<file path="config.mk">
export PLATFORM = sky130hd
export DESIGN_NAME = spi_reg_peripheral
export DESIGN_NICKNAME = d
export VERILOG_FILES = /design/src/rtl/spi_reg_peripheral.sv
export SDC_FILE = /design/constraint.sdc
export NUM_CORES = 1
export LEC_CHECK = 0
export CAP_MARGIN = 30
export CELL_PAD_IN_SITES_DETAIL_PLACEMENT = 0
export CELL_PAD_IN_SITES_GLOBAL_PLACEMENT = 2
export CORE_ASPECT_RATIO = 0.5
export CORE_MARGIN = 2
export CORE_UTILIZATION = 40
export DETAILED_ROUTE_END_ITERATION = 8
export PLACE_DENSITY_LB_ADDON = 0.1
export SYNTH_ARGS = -nofsm -noshare
export SYNTH_HDL_FRONTEND = slang
export SYNTH_SLANG_ARGS = --single-unit
</file>
<file path="constraint.sdc">
create_clock -name clk -period 3.3 [get_ports clk]
set_clock_uncertainty 0.2 [all_clocks]
set_input_delay 0.33 -clock clk [delete_from_list [all_inputs] [get_ports clk]]
set_output_delay 0.33 -clock clk [all_outputs]
set_load 0.02 [all_outputs]
</file>
<file path="src/rtl/spi_reg_peripheral.sv">
`default_nettype none
// ==================================================================
// Module   : spi_reg_peripheral - oversampled SPI mode-0 write target
// Revision : 1.0 - initial release
// ==================================================================
module spi_reg_peripheral #(
    parameter int         SYNC_STAGES = 2,
    parameter logic [6:0] MAX_ADDR    = 7'd4
) (
    input  logic       clk,
    input  logic       rst_n,
    input  logic       sclk,
    input  logic       ncs,
    input  logic       copi,
    output logic [7:0] en_reg_out_7_0,
    output logic [7:0] en_reg_out_15_8,
    output logic [7:0] en_reg_pwm_7_0,
    output logic [7:0] en_reg_pwm_15_8,
    output logic [7:0] pwm_duty_cycle,
    output logic       write_pulse
);

    localparam int NUM_REGS = 5;
    localparam int FLUSH_W  = $clog2(SYNC_STAGES + 1);

    typedef enum logic [1:0] {
        ST_IDLE    = 2'd0,
        ST_SHIFT   = 2'd1,
        ST_FULL    = 2'd2,
        ST_OVERRUN = 2'd3
    } state_t;

    state_t                 r_state, w_next_state;
    logic [SYNC_STAGES-1:0] r_sclk_sync, r_ncs_sync, r_copi_sync;
    logic                   r_sclk_d, r_ncs_d;
    logic [FLUSH_W-1:0]     r_flush_cnt;
    logic                   r_armed;
    logic [15:0]            r_shift;
    logic [4:0]             r_bit_cnt;
    logic [7:0]             r_regs [NUM_REGS];
    logic                   r_write_pulse;

    logic w_sclk_s, w_ncs_s, w_copi_s;
    logic w_sclk_rise, w_ncs_rise, w_ncs_fall;
    logic w_clear, w_shift_en, w_commit_try, w_commit;

    always_ff @(posedge clk or negedge rst_n) begin
        if (!rst_n) begin
            r_sclk_sync <= '0;
            r_ncs_sync  <= '1;
            r_copi_sync <= '0;
            r_sclk_d    <= 1'b0;
            r_ncs_d     <= 1'b1;
        end else begin
            r_sclk_sync <= {r_sclk_sync[SYNC_STAGES-2:0], sclk};
            r_ncs_sync  <= {r_ncs_sync[SYNC_STAGES-2:0], ncs};
            r_copi_sync <= {r_copi_sync[SYNC_STAGES-2:0], copi};
            r_sclk_d    <= w_sclk_s;
            r_ncs_d     <= w_ncs_s;
        end
    end

    assign w_sclk_s    = r_sclk_sync[SYNC_STAGES-1];
    assign w_ncs_s     = r_ncs_sync[SYNC_STAGES-1];
    assign w_copi_s    = r_copi_sync[SYNC_STAGES-1];
    assign w_sclk_rise = w_sclk_s & ~r_sclk_d;
    assign w_ncs_rise  = w_ncs_s & ~r_ncs_d;
    assign w_ncs_fall  = ~w_ncs_s & r_ncs_d;

    // The ncs chain resets high, so a pin already low at release would look
    // like a fresh frame start; only arm once the flushed chain has seen ncs high.
    always_ff @(posedge clk or negedge rst_n) begin
        if (!rst_n) begin
            r_flush_cnt <= '0;
            r_armed     <= 1'b0;
        end else if (r_flush_cnt != FLUSH_W'(SYNC_STAGES)) begin
            r_flush_cnt <= r_flush_cnt + 1'b1;
        end else if (w_ncs_s) begin
            r_armed     <= 1'b1;
        end
    end

    always_ff @(posedge clk or negedge rst_n) begin
        if (!rst_n) r_state <= ST_IDLE;
        else        r_state <= w_next_state;
    end

    // ncs edges are tested before sclk so a coincident sclk rise is ignored.
    always_comb begin
        w_next_state = r_state;
        w_clear      = 1'b0;
        w_shift_en   = 1'b0;
        w_commit_try = 1'b0;
        case (r_state)
            ST_IDLE: begin
                if (w_ncs_fall && r_armed) begin
                    w_next_state = ST_SHIFT;
                    w_clear      = 1'b1;
                end
            end
            ST_SHIFT: begin
                if (w_ncs_rise) begin
                    w_next_state = ST_IDLE;
                end else if (w_sclk_rise) begin
                    w_shift_en = 1'b1;
                    if (r_bit_cnt == 5'd15) w_next_state = ST_FULL;
                end
            end
            ST_FULL: begin
                if (w_ncs_rise) begin
                    w_commit_try = 1'b1;
                    w_next_state = ST_IDLE;
                end else if (w_sclk_rise) begin
                    w_next_state = ST_OVERRUN;
                end
            end
            ST_OVERRUN: begin
                if (w_ncs_rise) w_next_state = ST_IDLE;
            end
            default: w_next_state = ST_IDLE;
        endcase
    end

    assign w_commit = w_commit_try && r_shift[15] && (r_shift[14:8] <= MAX_ADDR);

    always_ff @(posedge clk or negedge rst_n) begin
        if (!rst_n) begin
            r_shift   <= '0;
            r_bit_cnt <= '0;
        end else if (w_clear) begin
            r_shift   <= '0;
            r_bit_cnt <= '0;
        end else if (w_shift_en) begin
            r_shift   <= {r_shift[14:0], w_copi_s};
            r_bit_cnt <= r_bit_cnt + 5'd1;
        end
    end

    always_ff @(posedge clk or negedge rst_n) begin
        if (!rst_n) begin
            for (int i = 0; i < NUM_REGS; i++) r_regs[i] <= '0;
            r_write_pulse <= 1'b0;
        end else begin
            for (int i = 0; i < NUM_REGS; i++) begin
                if (w_commit && (r_shift[14:8] == 7'(i))) r_regs[i] <= r_shift[7:0];
            end
            r_write_pulse <= w_commit;
        end
    end

    assign en_reg_out_7_0  = r_regs[0];
    assign en_reg_out_15_8 = r_regs[1];
    assign en_reg_pwm_7_0  = r_regs[2];
    assign en_reg_pwm_15_8 = r_regs[3];
    assign pwm_duty_cycle  = r_regs[4];
    assign write_pulse     = r_write_pulse;

endmodule
`default_nettype wire

</file>
Word-level counts from Yosys, hierarchy flattened
Cells that the tools add are included.
Word-level totals
  bits in registers: 75
Cells by class
  magnitude comparators: 1
  equality and inequality tests: 14
  muxes and demuxes: 19
  add/sub/neg operators: 2
  bitwise gates (word level): 7
  reductions and logical operators: 13
Operator list (count)
  16-bit 2-to-1 mux: 2
  7-bit by 2-bit equality test with 1-bit output, second input constant: 2
  2-bit 2-to-1 mux: 7
  5-bit 2-to-1 mux: 2
  3-bit != test, second input constant: 3
  1-bit logical AND: 8
  2-bit one-hot mux with 4 select lines: 1
  7-bit by 1-bit equality test with 1-bit output, second input constant: 1
  7-bit by 3-bit equality test with 1-bit output, second input constant: 1
  7-bit by 3-bit less-or-equal comparator with 1-bit output, second input constant: 1
  7-bit logical NOT: 1
  1-bit 2-to-1 mux: 7
  2-bit != test, second input constant: 3
  5-bit by 1-bit adder with 5-bit output, second input constant: 1
  5-bit by 4-bit equality test with 1-bit output, second input constant: 1
  5-bit AND reduction: 1
  2-bit equality test, second input constant: 2
  1-bit NOT: 4
  1-bit AND: 3
  2-bit by 1-bit adder with 2-bit output, second input constant: 1
  2-bit by 1-bit equality test with 1-bit output, second input constant: 1
  2-bit logical NOT: 1
  2-bit AND reduction: 1
  2-bit nonzero test: 1

Longest topological paths before layout
  word-level depth: 7
  gate-level depth with buffers: 6
  gate-level depth less buffers: 6

Worst setup path after synthesis
Ideal clock, no wire load.
  kind: reg2reg
  start: reg r_ncs_sync[1]
  end: reg r_regs (netlist bit en_reg_out_15_8[0])
  period minus slack after synthesis: 1852 ps
  path slack: 1448 ps
  stages on the path, launching flop included: 5
  library setup time: 125 ps
  required time: 2975 ps
  arrival: 1528 ps
  path through: dfstp_2 -> nor4bb_1 -> buf_2 -> nand4_2 -> mux2_2
Between the ends
  cells in the longest elaborated chain, start to end: 6
RTL lines
  start, declared: line 34  | logic [SYNC_STAGES-1:0] r_sclk_sync, r_ncs_sync, r_copi_sync;
  start signal, assigned: line 56  | r_ncs_sync <= {r_ncs_sync[SYNC_STAGES-2:0], ncs};
  1-bit AND: line 67  | assign w_ncs_rise = w_ncs_s & ~r_ncs_d;
  1-bit 2-to-1 mux: line 110  | if (w_ncs_rise) begin
  1-bit 2-to-1 mux: line 94  | case (r_state)
  1-bit logical AND (2 in a row): line 124  | assign w_commit = w_commit_try && r_shift[15] && (r_shift[14:8] <= MAX_ADDR);
  1-bit logical AND: line 145  | if (w_commit && (r_shift[14:8] == 7'(i))) r_regs[i] <= r_shift[7:0];
  end signal, assigned by index: line 145
  end, declared: line 40  | logic [7:0] r_regs [NUM_REGS];
No other way between the ends.
A chain may end at the register's enable or synchronous reset.

Worst setup path in the final report
  start: reg r_state[1]
  end: reg r_regs (netlist bit en_reg_out_7_0[5])
Between the ends
  cells in the longest elaborated chain, start to end: 5
RTL lines
  start, declared: line 33  | state_t r_state, w_next_state;
  start signal, assigned: line 85  | else r_state <= w_next_state;
  2-bit equality test: line 94
  1-bit 2-to-1 mux: line 94
  1-bit logical AND (2 in a row): line 124
  1-bit logical AND: line 145
No other way between the ends.

==> impl_metrics.yaml <==
timing:
  hold-worst-slack_ns: 0.145
  drv_slew: 0
  final.min_clock_period_ns: 2.29
  finalCritPeriodShare: 0.694
  maxClockFrequency_mhz: 437
  report.final.setup_viol: 0
  slew_headroom: 0.451
  final.setup.tns_ns: 0
  final-hold-violation-count: 0
  worstMarginPinSlew_ns: 0.821
  rsz0062_at_grt: "no"
clocking:
  cts_htree_levels: 3
  clock_latency_ns: 0.33
  cts_setup_buffers: 0
  max-clock-path-buffers: 2
  cts.sinks: 75
  cts_tree: "yes"
  cts_buffers: 9
  clkSlewWorstSetupHoldPaths_ns: 0.05
  clk_root_buffer_cell: "sky130_fd_sc_hd__clkbuf_16"
  cts.repair.resized: 0
detailed_routing:
  drtPass1Iterations: 4
  routed_wire_length_per_instance_um: 17.1
  remaining_drc_errors: 0
  total_via_count_in_the_routed_design: 1973
  drt_first_iter_violations: 112
  wl_um: 6480
  vias_per_cell: 5.21
  antenna_violating_nets_post_route: 0
synthesis:
  synthDistinctLibCells: 34
  synth_top_cells_by_count: "sky130_fd_sc_hd__dfrtp_1, sky130_fd_sc_hd__mux2_2, sky130_fd_sc_hd__o21ai_0"
  post_synthesis_cell_area_um2: 3080
  post_synth_inst_count: 225
  synth_top_area_frac: 0.586
  post-synth-top-count-cell: "sky130_fd_sc_hd__dfrtp_1"
  ys_warn_count: 0
  syn_nets: 233
  netlist_top_cells_area: "sky130_fd_sc_hd__dfrtp_1, sky130_fd_sc_hd__mux2_2, sky130_fd_sc_hd__mux2i_1"
  ys_seq_elements: 75
  synthesis.area_per_instance_um2: 13.7
  number_of_flops_mapped_to_enable_cells_by_yosys: 0
  synthArstFlopShare: 1.00
  ys_seq_area_frac: 0.611
  synth_top_cell_by_area: "sky130_fd_sc_hd__dfrtp_1"
  synth_top_flop_cell: "sky130_fd_sc_hd__dfrtp_1"
placed_design:
  dpl-instance-area_um2: 3660
  dp_hpwl_um: 4600
  place.detailed.instances: 363
  port_buffers: 45
  gp_congestion: 0.734
finish:
  finalNonFillerCells: 379
  finish.instance_area_um2: 3990
  fillers: 635
  syn_to_final_growth_pct: 29.6
  utilization: 0.541
  nets: 287
  n_antenna_cell: 0
  post_route_cells_drive_above_1_share: 0.251
floorplan:
  initial_utilization: 0.417
  die_y_um: 66.0
  placement_rows: 22
  boundaryPins: 46
  die_width_um: 128
  overall_die_area_um2: 8450
  placeableCoreArea_um2: 7380
worst_setup_path:
  rr_startpoint: "r_state[1]"
  register_to_register_path_setup_slack_ns: 1.01
  worst_r2r_path_depth: 4
  worstSetupPathType: "reg -> reg"
  crit-reg2reg-capture: "en_reg_out_7_0[5]"
  timing.critical_path.from_type: "register"
  critPathMaxFanout: 19
  timing.critical_path.to_type: "register"
  worst_endpoint_data_arrival_time_ns: 2.30
  worstPathRequired_ns: 3.32
global_route:
  wire_length_of_the_first_global_routing_pass_um: 10800
  maximum_number_of_pins_on_one_net_before_global_route_repair: 39
  grt.total_usage: 0.176
  first_global_vias: 1990
  grt_antenna_before_repair: 0
  overflow: 0
worst_hold_path:
  worstHoldPathCells: 0
  sink_of_the_worst_hold_path: "r_copi_sync[1]"
  hold_class: "reg -> reg"
  timing.hold.worst.start: "r_copi_sync[0]"
power_and_ir_drop:
  swShare: 0.206
  combinationalPowerShare: 0.036
  cell_internal_pwr_uw: 1640
  power.ir.vdd_worst_v: 0.000297
  power.density_cell_area_nw_per_um2: 519
  power.leakage_uw: 0.00187
  seq_power_share: 0.466
  p_sw_uw: 427
  power.clock.fraction: 0.497
run:
  timing.max_cap.violations: 0
status:
  status: "completed"
-- worst max-delay path by stage --
stage	start	endpoint	slack, ns	cells after the start
finish	r_state[1]	en_reg_out_7_0[5]	1.01	4
detailed placement	r_state[1]	r_shift[15]	1.02	3
floorplan	r_ncs_sync[1]	en_reg_out_15_8[0]	1.45	4
global placement	r_state[1]	r_shift[12]	1.10	3
CTS	r_state[1]	en_reg_out_7_0[5]	1.01	4
global route	r_state[1]	r_shift[15]	0.83	3
-- worst max-delay path: stages, from the launching register on --
cell and delay (ns):
sky130_fd_sc_hd__dfrtp_1 0.68, sky130_fd_sc_hd__nor4bb_1 0.36, sky130_fd_sc_hd__buf_4 0.23, sky130_fd_sc_hd__nand4_2 0.30
sky130_fd_sc_hd__mux2_2 0.40
-- layout make-up --
type / instances / area, µm² / area share
Sequential cell: 75 / 1880 / 0.472
Timing Repair Buffer: 52 / 513 / 0.129
Multi-Input combinational cell: 127 / 1100 / 0.277
Tap cell: 96 / 120 / 0.0301
Clock inverter: 5 / 77.6 / 0.0195
Clock buffer: 10 / 239 / 0.0599
Inverter: 14 / 52.6 / 0.0132
-- per-stage QoR --
stage / power [µW] / worst slack, ns
5_1_grt: 2160 / 0.833
4_1_cts: 2100 / 1.01
3_5_place_dp: 1060 / 1.02
6_report: 2070 / 1.01
3_3_place_gp: 1050 / 1.10
2_1_floorplan: 1010 / 1.45
-- flip-flops by register name, indices dropped and copies added, names as in the netlist --
signal and flops:
en_reg_out_15_8 8, en_reg_out_7_0 8, en_reg_pwm_15_8 8, en_reg_pwm_7_0 8, pwm_duty_cycle 8, r_armed 1, r_bit_cnt 5, r_copi_sync 2
r_flush_cnt 2, r_ncs_d 1, r_ncs_sync 2, r_sclk_d 1, r_sclk_sync 2, r_shift 16, r_state 2, write_pulse 1
-- layout by cell type (no fill, tap or decap), types with 2 or more instances in the layout --
cell                               n
sky130_fd_sc_hd__dfrtp_1          72
sky130_fd_sc_hd__clkdlybuf4s50_1  44
sky130_fd_sc_hd__mux2_2           40
sky130_fd_sc_hd__o21ai_0          14
sky130_fd_sc_hd__inv_1            13
sky130_fd_sc_hd__mux2i_1          13
sky130_fd_sc_hd__a21oi_1           9
sky130_fd_sc_hd__clkbuf_16         9
sky130_fd_sc_hd__nand4_1           8
sky130_fd_sc_hd__o31ai_1           8
sky130_fd_sc_hd__nand4_2           5
sky130_fd_sc_hd__buf_4             5
sky130_fd_sc_hd__nor2_1            4
sky130_fd_sc_hd__nor2b_1           3
sky130_fd_sc_hd__ha_1              3
sky130_fd_sc_hd__dfstp_2           3
sky130_fd_sc_hd__nand3b_1          2
sky130_fd_sc_hd__nand3_1           2
sky130_fd_sc_hd__bufinv_16         2
sky130_fd_sc_hd__clkinv_2          2
-- power groups by stage --
stage / registers, µW / clock network [µW] / logic, µW
CTS: 965 / 1060 / 77.5
finish: 965 / 1030 / 75.5
global route: 968 / 1100 / 87.1
global placement: 981 / 0 / 71.9
floorplan: 971 / 0 / 39.8
detailed placement: 981 / 0 / 75.8
-- layer usage --
metal,share of wire,track usage,up-vias
met3,0.047,0.0583,9
met5,0,0,-
met2,0.43,0.267,54
met4,0.014,0.0659,0
li1,-,-,930
met1,0.51,0.236,980
-- timing repair --
item / in CTS / in global routing
hold buffers: 1 / 0
hold endpoints to repair: 37 / 0
setup endpoints to repair: 0 / 0
-- kinds of logic (layout without fill, tap and decap cells) --
logic type	count (synthesis)	after routing	synth area share
adder cells (fa/ha/maj)	3	3	0.0122
AO/OA/AOI/OAI	35	35	0.0679
AND/OR/NAND/NOR	35	35	0.0874
flip-flops	75	75	0.611
multiplexers	53	53	0.189
buffers and inverters	23	81	0.0297
XOR/XNOR	1	1	0.00285
Power figures use the tool's default switching activity.
